<file path="config.mk">
export PLATFORM = sky130hd
export DESIGN_NAME = uart_tx_fifo
export DESIGN_NICKNAME = d
export VERILOG_FILES = /design/src/rtl/uart_tx_fifo.sv
export SDC_FILE = /design/constraint.sdc
export NUM_CORES = 1
export LEC_CHECK = 0
export BUFFER_PORTS_ARGS = -buffer_cell sky130_fd_sc_hd__buf_2
export CAP_MARGIN = 20
export CORE_MARGIN = 4
export CORE_UTILIZATION = 35
export DETAILED_ROUTE_END_ITERATION = 6
export GPL_TIMING_DRIVEN = 0
export PLACE_DENSITY = 0.57
export SYNTH_ARGS = -nofsm -noshare
export SYNTH_HDL_FRONTEND = slang
export SYNTH_SLANG_ARGS = --single-unit
</file>
<file path="constraint.sdc">
create_clock -name i_Clock -period 2.9 [get_ports i_Clock]
set_input_delay 0.58 -clock i_Clock [delete_from_list [all_inputs] [get_ports i_Clock]]
set_output_delay 0.58 -clock i_Clock [all_outputs]
set_load 0.1 [all_outputs]
</file>
<file path="src/rtl/uart_tx_fifo.sv">
// UART transmitter (8N1, LSB first) fed by a small circular FIFO.
// Define UART_TX_PARITY_EN to insert an even-parity bit between data and stop.
module uart_tx_fifo #(
  parameter int unsigned CLKS_PER_BIT = 434,
  parameter int unsigned FIFO_AW      = 4
) (
  input  logic               i_Clock,
  input  logic               reset,
  input  logic               i_Tx_DV,
  input  logic [7:0]         i_Tx_Byte,
  output logic               o_Tx_Ready,
  output logic [FIFO_AW:0]   o_Fifo_Count,
  output logic               o_Tx_Serial,
  output logic               o_Tx_Active,
  output logic               o_Tx_Done
);

  localparam int unsigned DEPTH = 2 ** FIFO_AW;
  localparam int unsigned CNT_W = $clog2(CLKS_PER_BIT);

`ifdef UART_TX_PARITY_EN
  typedef enum logic [2:0] {
    IDLE    = 3'd0,
    START   = 3'd1,
    DATA    = 3'd2,
    STOP    = 3'd3,
    CLEANUP = 3'd4,
    PARITY  = 3'd5
  } t_state;
`else
  typedef enum logic [2:0] {
    IDLE    = 3'd0,
    START   = 3'd1,
    DATA    = 3'd2,
    STOP    = 3'd3,
    CLEANUP = 3'd4
  } t_state;
`endif

  t_state               r_State;
  t_state               w_State_Next;

  logic [7:0]           r_Mem [DEPTH];
  logic [FIFO_AW-1:0]   r_Wr_Ptr;
  logic [FIFO_AW-1:0]   r_Rd_Ptr;
  logic [FIFO_AW:0]     r_Count;

  logic [CNT_W-1:0]     r_Clk_Count;
  logic [2:0]           r_Bit_Index;
  logic [7:0]           r_Shift;

  logic                 r_Tx_Serial;
  logic                 r_Tx_Active;
  logic                 r_Tx_Done;

  logic                 w_Ready;
  logic                 w_Push;
  logic                 w_Pop;
  logic                 w_Bit_Done;
  logic                 w_Serial;
  logic                 w_Active;
  logic                 w_Done;

  // Ready comes from the registered count only, so a full FIFO rejects even during a pop.
  assign w_Ready    = (r_Count < (FIFO_AW + 1)'(DEPTH));
  assign w_Push     = i_Tx_DV && w_Ready;
  assign w_Pop      = (r_State == IDLE) && (r_Count != '0);
  assign w_Bit_Done = (r_Clk_Count == CNT_W'(CLKS_PER_BIT - 1));

  // FIFO storage: no reset needed, validity is tracked by the pointers and count.
  always_ff @(posedge i_Clock) begin
    if (w_Push) begin
      r_Mem[r_Wr_Ptr] <= i_Tx_Byte;
    end
  end

  always_ff @(posedge i_Clock) begin
    if (reset) begin
      r_Wr_Ptr <= '0;
      r_Rd_Ptr <= '0;
      r_Count  <= '0;
    end else begin
      if (w_Push) r_Wr_Ptr <= r_Wr_Ptr + FIFO_AW'(1);
      if (w_Pop)  r_Rd_Ptr <= r_Rd_Ptr + FIFO_AW'(1);
      unique case ({w_Push, w_Pop})
        2'b10:   r_Count <= r_Count + (FIFO_AW + 1)'(1);
        2'b01:   r_Count <= r_Count - (FIFO_AW + 1)'(1);
        default: r_Count <= r_Count;
      endcase
    end
  end

  // State register
  always_ff @(posedge i_Clock) begin
    if (reset) r_State <= IDLE;
    else       r_State <= w_State_Next;
  end

  // Next-state logic
  always_comb begin
    w_State_Next = r_State;
    case (r_State)
      IDLE:    if (w_Pop) w_State_Next = START;
      START:   if (w_Bit_Done) w_State_Next = DATA;
`ifdef UART_TX_PARITY_EN
      DATA:    if (w_Bit_Done && (r_Bit_Index == 3'd7)) w_State_Next = PARITY;
      PARITY:  if (w_Bit_Done) w_State_Next = STOP;
`else
      DATA:    if (w_Bit_Done && (r_Bit_Index == 3'd7)) w_State_Next = STOP;
`endif
      STOP:    if (w_Bit_Done) w_State_Next = CLEANUP;
      CLEANUP: w_State_Next = IDLE;
      default: w_State_Next = IDLE;
    endcase
  end

  // Bit timing counter, bit index and shift register.
  always_ff @(posedge i_Clock) begin
    if (reset) begin
      r_Clk_Count <= '0;
      r_Bit_Index <= '0;
      r_Shift     <= '0;
    end else begin
      if ((r_State == IDLE) || (r_State == CLEANUP) || w_Bit_Done) begin
        r_Clk_Count <= '0;
      end else begin
        r_Clk_Count <= r_Clk_Count + CNT_W'(1);
      end
      if (r_State != DATA) begin
        r_Bit_Index <= '0;
      end else if (w_Bit_Done) begin
        r_Bit_Index <= r_Bit_Index + 3'd1;
      end
      if (w_Pop) begin
        r_Shift <= r_Mem[r_Rd_Ptr];
      end
    end
  end

  // Output decode; values are registered below so the line is glitch-free.
  always_comb begin
    w_Serial = 1'b1;
    w_Active = 1'b0;
    w_Done   = 1'b0;
    case (r_State)
      START: begin
        w_Serial = 1'b0;
        w_Active = 1'b1;
      end
      DATA: begin
        w_Serial = r_Shift[r_Bit_Index];
        w_Active = 1'b1;
      end
`ifdef UART_TX_PARITY_EN
      PARITY: begin
        w_Serial = ^r_Shift;
        w_Active = 1'b1;
      end
`endif
      STOP:    w_Active = 1'b1;
      CLEANUP: w_Done   = 1'b1;
      default: ;
    endcase
  end

  always_ff @(posedge i_Clock) begin
    if (reset) begin
      r_Tx_Serial <= 1'b1;
      r_Tx_Active <= 1'b0;
      r_Tx_Done   <= 1'b0;
    end else begin
      r_Tx_Serial <= w_Serial;
      r_Tx_Active <= w_Active;
      r_Tx_Done   <= w_Done;
    end
  end

  assign o_Tx_Ready   = w_Ready;
  assign o_Fifo_Count = r_Count;
  assign o_Tx_Serial  = r_Tx_Serial;
  assign o_Tx_Active  = r_Tx_Active;
  assign o_Tx_Done    = r_Tx_Done;

endmodule
</file>
==> results of run 1 <==
[synth_stat cells, types with 3 or more instances]
cell	instances	area [sq um]
xnor2_1	8	70.1
inv_1	10	37.5
dfxtp_1	39	781
clkbuf_1	7	26.3
o22ai_1	16	100
nor2b_1	6	37.5
nor3_1	7	35.0
mux4_2	18	405
nand2_1	13	48.8
nand3_1	5	25.0
buf_4	3	22.5
nor2_1	61	229
a21oi_1	7	35.0
mux2i_1	36	360
buf_2	9	45.0
ha_1	13	163
edfxtp_1	128	3840
a22oi_1	8	60.1
a311oi_1	7	61.3
xor2_1	8	70.1
[how the worst max path moves through the flow]
stage                          startpoint         endpoint  slack [ns]  cells after the start
final                     o_Fifo_Count[2]  o_Fifo_Count[4]        0.12                     11
after global routing      o_Fifo_Count[2]  o_Fifo_Count[4]       -0.02                     11
after CTS                 o_Fifo_Count[0]  o_Fifo_Count[4]        0.07                     10
after detailed placement          i_Tx_DV  o_Fifo_Count[4]       -0.13                     11
after global placement            i_Tx_DV  o_Fifo_Count[4]        -0.1                     11
after floorplan           o_Fifo_Count[4]  o_Fifo_Count[4]       -0.47                     11
[layout by cell type, fill, tap and decap left out, drive strengths merged, types with 8 or more instances in the layout]
cell	count
nand2	13
o22ai	16
dfxtp	39
nor2	61
xor2	8
mux4	18
a311oi	8
a22oi	8
edfxtp	128
inv	14
ha	13
xnor2	8
mux2i	36
buf	39
clkbuf	26
[cells by family (layout without fill, tap and decap cells)]
group / Yosys count / after routing / share of synthesized area, %
buf+inv: 33 / 88 / 2.40
flops: 167 / 167 / 68.6
compound gates: 46 / 46 / 5.05
simple gates: 108 / 108 / 7.58
mux: 55 / 55 / 11.5
fa+ha+maj: 14 / 14 / 2.71
xor+xnor: 16 / 16 / 2.08
[sequential cells by signal (all words and copies together) (netlist names)]
signal and cells:
r_Mem 128, r_Clk_Count 9, r_Shift 8, o_Fifo_Count 5, r_Rd_Ptr 4, r_Wr_Ptr 4, r_Bit_Index 3, r_State 3
o_Tx_Active 1, o_Tx_Done 1, o_Tx_Serial 1
[area by class of cell]
class	instances	area [sq um]	share of cell area, %
plain buffers	23	128	1.64
clock buffers	19	433	5.55
clock inverters	13	144	1.84
inverters	10	41.3	0.529
multi-input cells	239	1970	25.3
flip-flops and latches	167	4630	59.4
well taps	260	325	4.17
repair buffers	23	123	1.57
[per-stage QoR]
stage                     total power, W  std cells  util, %
after floorplan                  0.00408        439        -
after global placement           0.00441        717     38.1
after detailed placement         0.00446        721     38.3
after CTS                        0.00666        753     41.3
after global routing             0.00694        754     41.4
final                            0.00663        754     41.4
[layer usage]
| layer | share of wire, % | wire [um] |
|---|---|---|
| met1 | 46 | 6150 |
| met2 | 47 | 6220 |
| met3 | 4.6 | 606 |
| met4 | 2.3 | 299 |
| met5 | 0 | 0 |
[critical path, stage by stage, from the launching register on]
cell,delay [ns]
dfxtp_1,0.43
nor4_4,0.09
a2111oi_4,0.40
buf_6,0.22
ha_4,0.17
inv_2,0.05
fa_2,0.33
nor2b_1,0.16
o21ai_1,0.11
nand3_1,0.08
or3b_1,0.35
mux2_2,0.27
[power by group through the flow]
stage / Clock (W) / Sequential, W / Combinational, W
2_1_floorplan: 0 / 0.00307 / 0.00102
3_3_place_gp: 0 / 0.00289 / 0.00152
3_5_place_dp: 0 / 0.00289 / 0.00157
4_1_cts: 0.00224 / 0.00284 / 0.00158
5_1_grt: 0.00235 / 0.00286 / 0.00172
6_report: 0.00219 / 0.00285 / 0.00158
[repair_timing]
action	in CTS	in global routing
endpoints found under the setup margin	0	1
gates resized for setup	0	2
setup buffers	0	1
==> results_dict.tcl, run 1 <==
set metrics [dict create \
    status "complete, no violations" \
    min_from "r_Clk_Count[0]" \
    worstRegToRegCells 11 \
    die-width_um 147 \
    hold_depth 1 \
    rows 50 \
    first_pass_iters 4 \
    fin_ws_ns 0.124 \
    io_buffers 18 \
    whs_ns 0.468 \
    cts_max_level 4 \
    grt_use_total_pct 12.7 \
    wire_per_inst_um 17.6 \
    routabilityCongestion 0.776 \
    power.density_nw_per_um2 850 \
    fmax_ghz 0.360 \
    final_layout_size_suffix_gt1_share_pct 19.8 \
    finalHoldViolations 0 \
    globalRouteOverflowTotal 0 \
    antenna_found_initial 0 \
    required_ns 3.21 \
    grt_pass1_wl_um 20400 \
    synth_edf_count 128 \
    clkTransAtPathRegs_ns 0.06 \
    pin_count 20 \
    worstHoldEndpoint "r_Clk_Count[0]" \
    end_kind "flip-flop" \
    grt_max_degree 17 \
    die_height_um 147 \
    grt_use_met1_pct 17.1 \
    nNetsFinal 506 \
    period_share_pct 95.7 \
    slew_headroom_pct 40.9 \
    fillerInstances 1699 \
    ys_warn_count 0 \
    internal_power_w 0.00462 \
    gr-usage-met3_pct 3.49 \
    grt_pass1_vias 3627 \
    maxCapViolCount 0 \
    p_leak_nw 2.51 \
    async_flop_share_pct 0 \
    r2r-end "o_Fifo_Count[4]" \
    ys_types 43 \
    seq_power_share_pct 43.0 \
    drt-total-wl_um 13300 \
    hpwl_um 8780 \
    rrSetupSlack_ns 0.12 \
    tns_ns 0 \
    seq_area_frac_synth_pct 68.6 \
    worstMarginPinSlew_ns 0.880 \
    vias 3717 \
    p_sw_w 0.00200 \
    ys.flop_type "edfxtp_1" \
    use_met2_pct 19.6 \
    numCtsBuffers 17 \
    slew_viol_final 0 \
    pwr-share-comb_pct 23.9 \
    path_max_fanout 10 \
    final_area_sq_um 7800 \
    cts_root_buf "clkbuf_16" \
    die-area_sq_um 21500 \
    finalSetupViolCount 0 \
    drc 0 \
    syn_inst 439 \
    clkPwrFrac_pct 33.1 \
    critPathKind "reg -> reg" \
    hp-class "reg -> reg" \
    arrival_ns 3.09 \
    top_usage_layer "met2" \
    peakVddDrop_mv 0.411 \
    finalClockSkew_ns 0.00801 \
    hold_buffers 0 \
    cts_tree "done" \
    synthesis.area_sq_um 6740 \
    avgSynthCellArea_sq_um 15.3 \
    start_util_pct 35.8 \
    ys_seq_elements 167 \
    numClockSinks 167 \
    drt_iter0_markers 240 \
    synth_fp_nets 464 \
    p_sw_share_pct 30.3 \
    core_area_sq_um 18800 \
    clk_latency_ns 0.42 \
    placed_area_sq_um 7210 \
    pre_cts_ws_ns -0.127 \
    area_delta_synth_final_pct 15.8 \
    vias_per_cell 4.93 \
    antenna_cells 0 \
    antenna_left 0 \
    clk_path_buf_depth 2 \
    timing.rr.start "o_Fifo_Count[2]" \
    critPathLaunchType "flip-flop" \
    period_needed_ns 2.78 \
]
Power figures use the tool's default switching activity.
==> inputs of run 2 (changes only) <==
--- a/config.mk
+++ b/config.mk
@@ -9,6 +9,7 @@
 export CAP_MARGIN = 20
 export CORE_MARGIN = 4
 export CORE_UTILIZATION = 35
+export CTS_BUF_LIST = sky130_fd_sc_hd__clkbuf_2 sky130_fd_sc_hd__clkbuf_4 sky130_fd_sc_hd__clkbuf_8
 export DETAILED_ROUTE_END_ITERATION = 6
 export GPL_TIMING_DRIVEN = 0
 export PLACE_DENSITY = 0.57
==> results_dict.tcl, run 2 (synthesis results as in run 1) <==
set metrics [dict create \
    routabilityCongestion 0.776 \
    final_layout_size_suffix_gt1_share_pct 20.2 \
    core_area_sq_um 18800 \
    slew_viol_final 0 \
    hold_buffers 0 \
    crit_family "simple AND/OR/NAND/NOR gates" \
    power.density_nw_per_um2 796 \
    vias 3658 \
    wire_per_inst_um 17.5 \
    cpPeakStageDelay_ns 0.44 \
    reg_top3 "r_Mem: 128 flops, r_Clk_Count: 9 flops, r_Shift: 8 flops" \
    path_max_fanout 10 \
    first_pass_iters 5 \
    critical_path_buf_inv_count 2 \
    fmax_ghz 0.361 \
    most-common-layout-cells "edfxtp_1, nor2_1, mux2i_1" \
    cts_max_level 4 \
    min_from "r_Clk_Count[0]" \
    drt_iter0_markers 179 \
    top_usage_layer "met2" \
    path_cells "nor4_4 -> a2111oi_4 -> buf_6 -> ha_4 -> inv_2 -> fa_2 -> nor2b_1 -> o21ai_1 -> nand3_1 -> or3b_1 -> mux2_2" \
    grt_use_met1_pct 16.9 \
    antenna_cells 0 \
    cts_tree "done" \
    io_buffers 18 \
    critPathKind "reg -> reg" \
    p_leak_nw 2.43 \
    drt-total-wl_um 13200 \
    die_height_um 147 \
    end_kind "flip-flop" \
    grt_use_total_pct 12.5 \
    period_needed_ns 2.77 \
    worstRegToRegCells 11 \
    rrSetupSlack_ns 0.13 \
    vias_per_cell 4.85 \
    crit_slowest_cell "dfxtp_1" \
    pin_count 20 \
    required_ns 3.24 \
    cts_root_buf "clkbuf_8" \
    clk_path_buf_depth 2 \
    finalSetupViolCount 0 \
    die-width_um 147 \
    period_share_pct 95.6 \
    numClockSinks 167 \
    area_delta_synth_final_pct 13.1 \
    finalHoldViolations 0 \
    arrival_ns 3.11 \
    fin_util_pct 40.4 \
    slew_headroom_pct 41.0 \
    globalRouteOverflowTotal 0 \
    timing.rr.start "o_Fifo_Count[2]" \
    drc 0 \
    start_util_pct 35.8 \
    worstHoldEndpoint "r_Clk_Count[0]" \
    gr-usage-met3_pct 2.81 \
    rows 50 \
    finalClockSkew_ns 0.0135 \
    die-area_sq_um 21500 \
    numCtsBuffers 17 \
    antenna_found_initial 0 \
    maxCapViolCount 0 \
    grt_pass1_vias 3590 \
    antenna_left 0 \
    hold_depth 1 \
    clkTransAtPathRegs_ns 0.08 \
    top_register "r_Mem" \
    worstMarginPinSlew_ns 0.879 \
    r2r-end "o_Fifo_Count[4]" \
    whs_ns 0.474 \
    largest_reg_flops 128 \
    peakVddDrop_mv 0.311 \
    hpwl_um 8780 \
    final_common_cell "edfxtp_1" \
    grt_pass1_wl_um 20200 \
    nNetsFinal 506 \
    grt_max_degree 17 \
    clk_latency_ns 0.45 \
    status "complete, no violations" \
    critPathLaunchType "flip-flop" \
    hp-class "reg -> reg" \
    use_met2_pct 19.7 \
]
## run 2: cell count changes in the layout (fill, tap and decap cells not counted)
cell	change
clkbuf_8	+17
clkbuf_16	-17
clkbuf_4	+2
clkbuf_1	-3
buf_1	+1
## run 2: area by class of cell
class / count / area (sq um)
clock inverters: 13 / 144
flip-flops and latches: 167 / 4630
repair buffers: 23 / 123
fillers: 1720 / 11200
plain buffers: 23 / 128
inverters: 10 / 41.3
well taps: 260 / 325
clock buffers: 19 / 249
multi-input cells: 239 / 1970
## run 2: timing repair
item                       in CTS  in global routing
gates resized for setup         0                  3
setup endpoints to repair       0                  1
setup buffers                   0                  1
## run 2: worst max-delay path by stage
stage                    start              end  slack (ns)  cells after the start
2_1_floorplan  o_Fifo_Count[4]  o_Fifo_Count[4]       -0.47                     11
3_3_place_gp           i_Tx_DV  o_Fifo_Count[4]        -0.1                     11
3_5_place_dp           i_Tx_DV  o_Fifo_Count[4]       -0.13                     11
4_1_cts        o_Fifo_Count[0]  o_Fifo_Count[4]        0.07                     10
5_1_grt        o_Fifo_Count[2]  o_Fifo_Count[4]       -0.02                     11
6_report       o_Fifo_Count[2]  o_Fifo_Count[4]        0.13                     11
## run 2: worst register-to-register path: stages, from the launching register on
cell	delay, ns
dfxtp_1	0.44
nor4_4	0.09
a2111oi_4	0.40
buf_6	0.22
ha_4	0.17
inv_2	0.05
fa_2	0.33
nor2b_1	0.16
o21ai_1	0.11
nand3_1	0.08
or3b_1	0.35
mux2_2	0.27
## run 2: routing by layer
metal	up-vias	wire length [um]
li1	1739	-
met1	1839	6180
met2	64	6270
met3	16	461
met4	0	257
met5	-	0
## run 2: where the power goes
part           internal (W)  total, W  switching (W)
combinational      0.000599   0.00158       0.000982
clock              0.000796   0.00164       0.000840
sequential          0.00274   0.00285       0.000106
## run 2: metrics by stage
stage               total power [W]  setup WS, ns  instance area, sq um  setup TNS [ns]  cells
floorplan                   0.00408        -0.465                  6770          -0.465    439
global placement            0.00441       -0.0954                  7180          -0.175    717
detailed placement          0.00446        -0.127                  7210          -0.127    721
CTS                         0.00610        0.0663                  7600               0    753
global route                0.00636       -0.0204                  7620         -0.0204    754
finish                      0.00606         0.128                  7620               0    754
